**config.mk**
```make
export PLATFORM = sky130hd
export DESIGN_NAME = regfile_wb_arbiter
export DESIGN_NICKNAME = d
export VERILOG_FILES = /design/src/rtl/regfile_wb_arbiter.sv
export SDC_FILE = /design/constraint.sdc
export NUM_CORES = 1
export LEC_CHECK = 0
export CORE_MARGIN = 8
export CORE_UTILIZATION = 55
export CTS_CLUSTER_DIAMETER = 30
export DETAILED_ROUTE_END_ITERATION = 16
export DONT_BUFFER_PORTS = 1
export PLACE_DENSITY = 0.7
export SETUP_SLACK_MARGIN = 0.3
export SYNTH_ARGS = -nofsm -noshare
export SYNTH_HDL_FRONTEND = slang
export SYNTH_SLANG_ARGS = --single-unit
```
**constraint.sdc**
```tcl
create_clock -name clk -period 3.15 [get_ports clk]
set_input_delay 0.315 -clock clk [delete_from_list [all_inputs] [get_ports clk]]
set_output_delay 0.315 -clock clk [all_outputs]
set_load 0.02 [all_outputs]
```
**src/rtl/regfile_wb_arbiter.sv**
```systemverilog
// Arbitrates the register-file write port between pipeline writeback (P) and a queued mul/div result (M).
// P is granted in the same cycle; an M result is written no earlier than the cycle after it is pushed.
// m_ready drops while the FIFO is full; p_ready drops for one cycle when the head M entry has starved.
module regfile_wb_arbiter #(
  parameter int XLEN         = 32,
  parameter int DEPTH        = 2,
  parameter int STARVE_LIMIT = 4
) (
  input  logic            clk,
  input  logic            reset_n,
  input  logic            p_valid,
  output logic            p_ready,
  input  logic [4:0]      p_waddr,
  input  logic [XLEN-1:0] p_wdata,
  input  logic            m_valid,
  output logic            m_ready,
  input  logic [4:0]      m_waddr,
  input  logic [XLEN-1:0] m_wdata,
  output logic            rf_wen,
  output logic [4:0]      rf_waddr,
  output logic [XLEN-1:0] rf_wdata,
  input  logic [4:0]      hz_raddr1,
  input  logic [4:0]      hz_raddr2,
  output logic            hz_stall,
  output logic            m_pending
);
  localparam int AW = $clog2(DEPTH);
  localparam int CW = AW + 1;
  localparam int GW = $clog2(STARVE_LIMIT + 1);

  typedef enum logic {NORMAL, FORCE} state_t;

  state_t            state_q, state_d;
  logic [4:0]        waddr_q [DEPTH];
  logic [4:0]        waddr_d [DEPTH];
  logic [XLEN-1:0]   wdata_q [DEPTH];
  logic [XLEN-1:0]   wdata_d [DEPTH];
  logic [DEPTH-1:0]  live_q, live_d;
  logic [AW-1:0]     rd_ptr_q, rd_ptr_d, wr_ptr_q, wr_ptr_d;
  logic [CW-1:0]     count_q, count_d;
  logic [GW-1:0]     age_q, age_d;

  logic              empty, head_live, grant_p, pop, push, kill, push_live, wen_raw;

  always_comb begin
    empty     = (count_q == '0);
    head_live = live_q[rd_ptr_q];
    m_pending = !empty;
    m_ready   = (count_q < CW'(DEPTH));
    p_ready   = (state_q == NORMAL);
    grant_p   = p_valid && p_ready;
    pop       = !empty && !grant_p;
    push      = m_valid && m_ready;
    kill      = grant_p && (p_waddr != 5'd0);
    // P is younger than any M result, including one arriving this same cycle.
    push_live = !(kill && (m_waddr == p_waddr));

    wen_raw  = 1'b0;
    rf_waddr = p_waddr;
    rf_wdata = p_wdata;
    if (grant_p) begin
      wen_raw = (p_waddr != 5'd0);
    end else if (pop) begin
      rf_waddr = waddr_q[rd_ptr_q];
      rf_wdata = wdata_q[rd_ptr_q];
      wen_raw  = head_live && (waddr_q[rd_ptr_q] != 5'd0);
    end
    rf_wen = wen_raw && reset_n;

    hz_stall = 1'b0;
    for (int i = 0; i < DEPTH; i++) begin
      if (live_q[i] && (((waddr_q[i] == hz_raddr1) && (hz_raddr1 != 5'd0)) ||
                        ((waddr_q[i] == hz_raddr2) && (hz_raddr2 != 5'd0))))
        hz_stall = 1'b1;
    end
  end

  always_comb begin
    waddr_d  = waddr_q;
    wdata_d  = wdata_q;
    live_d   = live_q;
    rd_ptr_d = rd_ptr_q;
    wr_ptr_d = wr_ptr_q;
    count_d  = count_q + CW'(push) - CW'(pop);
    age_d    = age_q;
    state_d  = NORMAL;

    if (kill) begin
      for (int i = 0; i < DEPTH; i++) begin
        if (waddr_q[i] == p_waddr) live_d[i] = 1'b0;
      end
    end
    if (pop) begin
      live_d[rd_ptr_q] = 1'b0;
      rd_ptr_d         = rd_ptr_q + 1'b1;
    end
    if (push) begin
      waddr_d[wr_ptr_q] = m_waddr;
      wdata_d[wr_ptr_q] = m_wdata;
      live_d[wr_ptr_q]  = push_live;
      wr_ptr_d          = wr_ptr_q + 1'b1;
    end

    // A live result pushed into an empty FIFO starts waiting in its push cycle.
    if (pop) begin
      age_d = '0;
    end else if (grant_p && (head_live || (empty && push && push_live)) &&
                 (age_q != GW'(STARVE_LIMIT))) begin
      age_d = age_q + 1'b1;
    end

    if ((state_q == NORMAL) && head_live && p_valid &&
        (age_q >= GW'(STARVE_LIMIT - 1)))
      state_d = FORCE;
  end

  always_ff @(posedge clk or negedge reset_n) begin
    if (!reset_n) begin
      state_q  <= NORMAL;
      waddr_q  <= '{default: '0};
      wdata_q  <= '{default: '0};
      live_q   <= '0;
      rd_ptr_q <= '0;
      wr_ptr_q <= '0;
      count_q  <= '0;
      age_q    <= '0;
    end else begin
      state_q  <= state_d;
      waddr_q  <= waddr_d;
      wdata_q  <= wdata_d;
      live_q   <= live_d;
      rd_ptr_q <= rd_ptr_d;
      wr_ptr_q <= wr_ptr_d;
      count_q  <= count_d;
      age_q    <= age_d;
    end
  end
endmodule
```
== Word-level counts from Yosys, hierarchy flattened ==
Cells that the tools add are included.
Word-level totals
  register bits after elaboration: 84
  bits of input ports: 88
  output and inout bits: 42
  word-level logic and storage cells: 107
Operators by class
  add/sub/neg operators: 5
  order comparisons: 9
  eq/ne operators: 8
  multiplexer cells: 35
  bitwise logic cells: 5
  reductions and logical operators: 35
Operators by type and width (number)
  $mux 32: 6
  $bwmux 64: 1
  $eq 5x5->1: 7
  $demux 32 s1: 1
  $mux 5: 6
  $logic_and 1x1->1: 23
  $reduce_bool 5->1: 4
  $mux 1: 11
  $bwmux 10: 1
  $mux 2: 3
  $mux 3: 2
  $demux 5 s1: 1
  $ge 2x2->1 const B: 2
  $lt 1x2->1 const B: 2
  $not 1->2: 2
  $add 3x1->3 const B: 1
  $ge 3x2->1 const B: 1
  $logic_not 1->1: 3
  $logic_or 1x1->1: 3
  $ne 3x3->1 const B: 1
  $add 1x1->1 const B: 2
  $add 2x1->2: 1
  $and 2x2->2: 1
  $bwmux 2: 1
  other kinds (9): 11

== Depth between registers and ports, before layout ==
  depth after elaboration: 11
  mapped depth: 8
  gate-level depth less buffers: 8

== Worst setup path after synthesis ==
No wires, ideal clock.
  path type: reg-to-output
  start: reg count_q[1]
  end: out rf_wdata[10]
  arrival time: 1.581 ns
  required time: 2.835 ns
  setup slack: 1.254 ns
  stages on the path, launching flop included: 7
  path buffers: 2
  cell sequence: dfrtp_1 > or2_2 > nand2_1 > buf_2 > buf_2 > nand2_1 > o21ai_0
On the way
  longest elaborated chain between the ends: 5
Ends and longest elaborated chain
  from (decl): line 40  | logic [CW-1:0] count_q, count_d;
  from (signal assigned): line 134  | count_q <= count_d;
  $logic_not 2->1: line 46  | empty = (count_q == '0);
  $logic_not 1->1
  via m_pending: line 25  | output logic m_pending
  $logic_and 1x1->1: line 52  | pop = !empty && !grant_p;
  $mux 32: line 63  | end else if (pop) begin
  $mux 32: line 61  | if (grant_p) begin
  to (decl): line 21  | output logic [XLEN-1:0] rf_wdata,
The timed path passes the listed nets, and every way through them passes these cells.

== Final worst setup path ==
  start: reg count_q[1]
  end: out rf_wen
On the way
  longest elaborated chain between the ends: 6
Ends and longest elaborated chain
  $logic_not 2->1: line 46
  $logic_not 1->1
  via m_pending: line 25
  $logic_and 1x1->1: line 52
  $mux 1: line 63
  $mux 1: line 61
  $logic_and 1x1->1: line 68  | rf_wen = wen_raw && reset_n;
  to (decl): line 19  | output logic rf_wen,
The timed path passes the listed nets, and every way through them passes these cells.

==> impl_metrics.tcl <==
set metrics [dict create \
    path_clk_slew_ns 0.09 \
    netlist_area_um2 4572 \
    htree_levels 3 \
    die_h_um 107.2 \
    start_kind "flip-flop" \
    yosysSeqAreaShare_pct 45.98 \
    rsz0062_at_grt "no" \
    syn_area_per_cell_um2 9.585 \
    ant_nets 0 \
    synth-seq-cells 84 \
    via_per_inst 5.564 \
    clk_path_buf_depth 2 \
    setup_viol 0 \
    powerDensity_nw_per_um2 1038 \
    clock-skew-final_ns 0.01448 \
    syn_inst 477 \
    area_growth_pct 6.431 \
    final_cell_mix "nand2_1 (139), dfrtp_1 (83), o21ai_0 (42), mux2_2 (42), mux2i_1 (40)" \
    critical_path_class "reg -> out" \
    required_ns 2.83 \
    cts-root-buf "clkbuf_8" \
    ir_drop_mv 0.4779 \
    cts.sinks 84 \
    layout_commonest_cell "nand2_1" \
    synth_ff_type "dfrtp_1" \
    place_area_um2 4629 \
    synth_cell_types 32 \
    maxCapViolCount 0 \
    grt_max_degree 85 \
    ys_warn_count 0 \
    synthAdderAreaFrac_pct 1.368 \
    drc 0 \
    leakage_nw 2.289 \
    drive_gt1_share_pct 15.67 \
    synth_top_family_by_area "multiplexers" \
    gr-total-overflow 0 \
    yosys.area_share.simple_pct 15.60 \
    antenna_cells 0 \
    syn_nets 570 \
    path_cells "or2_2 -> nand2_4 -> buf_4 -> a2111oi_0 -> o21a_1" \
    holdPathStages 2 \
    final-hold-violation-count 0 \
    reg2reg_depth 8 \
    slowest_stage "dfrtp_1" \
    place_ws_ns 0.7626 \
    instances_no_fill 571 \
    vias 3177 \
    setup_tns_ns 0 \
    port_buffers 0 \
    clk_latency_ns 0.34 \
    finalNetCount 554 \
    slew_headroom_pct 48.89 \
    dr.pass1.iters 4 \
    synth_mux_area_share_pct 19.43 \
    pin_count 130 \
    slew_viol_final 0 \
    core-area_um2 8134 \
    place_hpwl_um 7266 \
    numCtsBuffers 9 \
    stdcell_area_um2 4866 \
    critPathMaxFanout 36 \
    status "finished, final reports clean" \
    worstPathArrival_ns 2.23 \
    chipWidth_um 107.2 \
    drt_iter0_drc 151 \
    synth_edf_count 0 \
    period_needed_ns 2.549 \
    min_path_type "in -> reg" \
    track_usage_pct 18.22 \
    r2r_setup_slack_ns 1.02 \
    end_kind "output pin" \
    die_area_um2 11490 \
    postSynth.asyncResetShare_pct 100.0 \
    postLayoutSetupSlackWorst_ns 0.6006 \
    grt_pass1_wl_um 16780 \
    synth-compound-area-share_pct 6.596 \
    cpPeakStageDelay_ns 0.41 \
    first_global_vias 3384 \
    antenna_found_initial 0 \
    cts_tree "built" \
    gp_congestion 0.8487 \
    initial_utilization_pct 56.21 \
    finalCritPeriodShare_pct 80.93 \
    n_fill_cell 713 \
    max_freq_mhz 392.3 \
    num_rows 33 \
    dp_cells 553 \
    worst_slew_pin_slew_ns 0.7586 \
    synth_xor_area_share_pct 7.280 \
    finalWirelength_um 10460 \
    wl_per_cell_um 18.32 \
]
[timing repair]
item                                    in CTS  in global routing
endpoints found under the setup margin       0                  4
resized for setup                            0                  1
hold buffers                                 2                  0
hold endpoints to repair                    84                  0
buffers inserted                             0                  0
[Yosys cell counts (6+ instances only)]
cell      number  share of area [%]
nand2_1      140                 11
dfrtp_1       84                 46
mux2_2        42                 10
o21ai_0       42                4.6
mux2i_1       40                8.8
xnor2_1       19                3.6
xor2_1        19                3.6
clkbuf_1      17                1.4
buf_1          9               0.74
buf_2          8               0.88
nand3_1        8               0.88
inv_1          7               0.57
nor2_1         6               0.49
nor4_1         6               0.82
[registers in the layout, summed over array words and instances (netlist names)]
| signal | count |
|---|---|
| wr_ptr_q | 1 |
| waddr_q | 10 |
| count_q | 2 |
| state_q | 1 |
| wdata_q | 64 |
| age_q | 3 |
| live_q | 2 |
| rd_ptr_q | 1 |
[path summary, 6_finish.rpt]
check                                  from     endpoint
worst min-delay path            m_wdata[18]  wdata_q[50]
worst max-delay path             count_q[1]       rf_wen
worst min register to register  wdata_q[33]  wdata_q[33]
max in group asynchronous           reset_n    live_q[0]
worst max register to register   count_q[1]   count_q[1]
min in group asynchronous           reset_n  wdata_q[24]
[layout make-up]
| cell class | instances | area, um2 | share of cell area (%) |
|---|---|---|---|
| multi-input cells | 351 | 2316 | 47.60 |
| flip-flops and latches | 84 | 2103 | 43.22 |
| clock buffers | 11 | 131.4 | 2.700 |
| well taps | 105 | 131.4 | 2.700 |
| repair buffers | 8 | 95.09 | 1.954 |
| clock inverters | 5 | 62.56 | 1.286 |
| inverters | 7 | 26.28 | 0.5400 |
[kinds of logic after synthesis]
group                      after synthesis
AOI/OAI and AO/OA                       52
DFF                                     84
and+or+nand+nor                        173
xor gates and xnor gates                38
adders and majority gates                5
buffers and inverters                   42
muxes                                   83
[where the power goes]
group | switching, mW | total [mW] | internal, mW
clock network | 0.380 | 0.750 | 0.370
registers | 0.462 | 2.06 | 1.60
logic | 1.28 | 2.23 | 0.956
[metrics by stage]
step / power, mW / hold WS (ns) / utilization [%]
6_report: 5.049 / 0.07659 / 59.82
5_1_grt: 5.429 / 0.05072 / 59.82
4_1_cts: 5.099 / 0.05441 / 59.76
3_5_place_dp: 4.318 / 0.02336 / 56.91
3_3_place_gp: 4.233 / 0.02339 / 56.91
2_1_floorplan: 3.881 / 0.01941 / -
[per-layer routing]
metal,vias to the layer above,track usage (%),part of all wire (%)
met5,-,0,0
met4,0,3.920,0.30
met3,2,5.879,7.5
met2,84,30.54,49
met1,1544,22.33,43
li1,1547,-,-
[critical path: cells and delay by family, from the launching register on]
family                 cells  cell delay (ns)
AO/OA/AOI/OAI              2             0.43
buffers and inverters      1             0.35
flip-flops                 1             0.41
AND/OR/NAND/NOR            2             0.70
No activity file was read; power rests on OpenSTA's default activity.
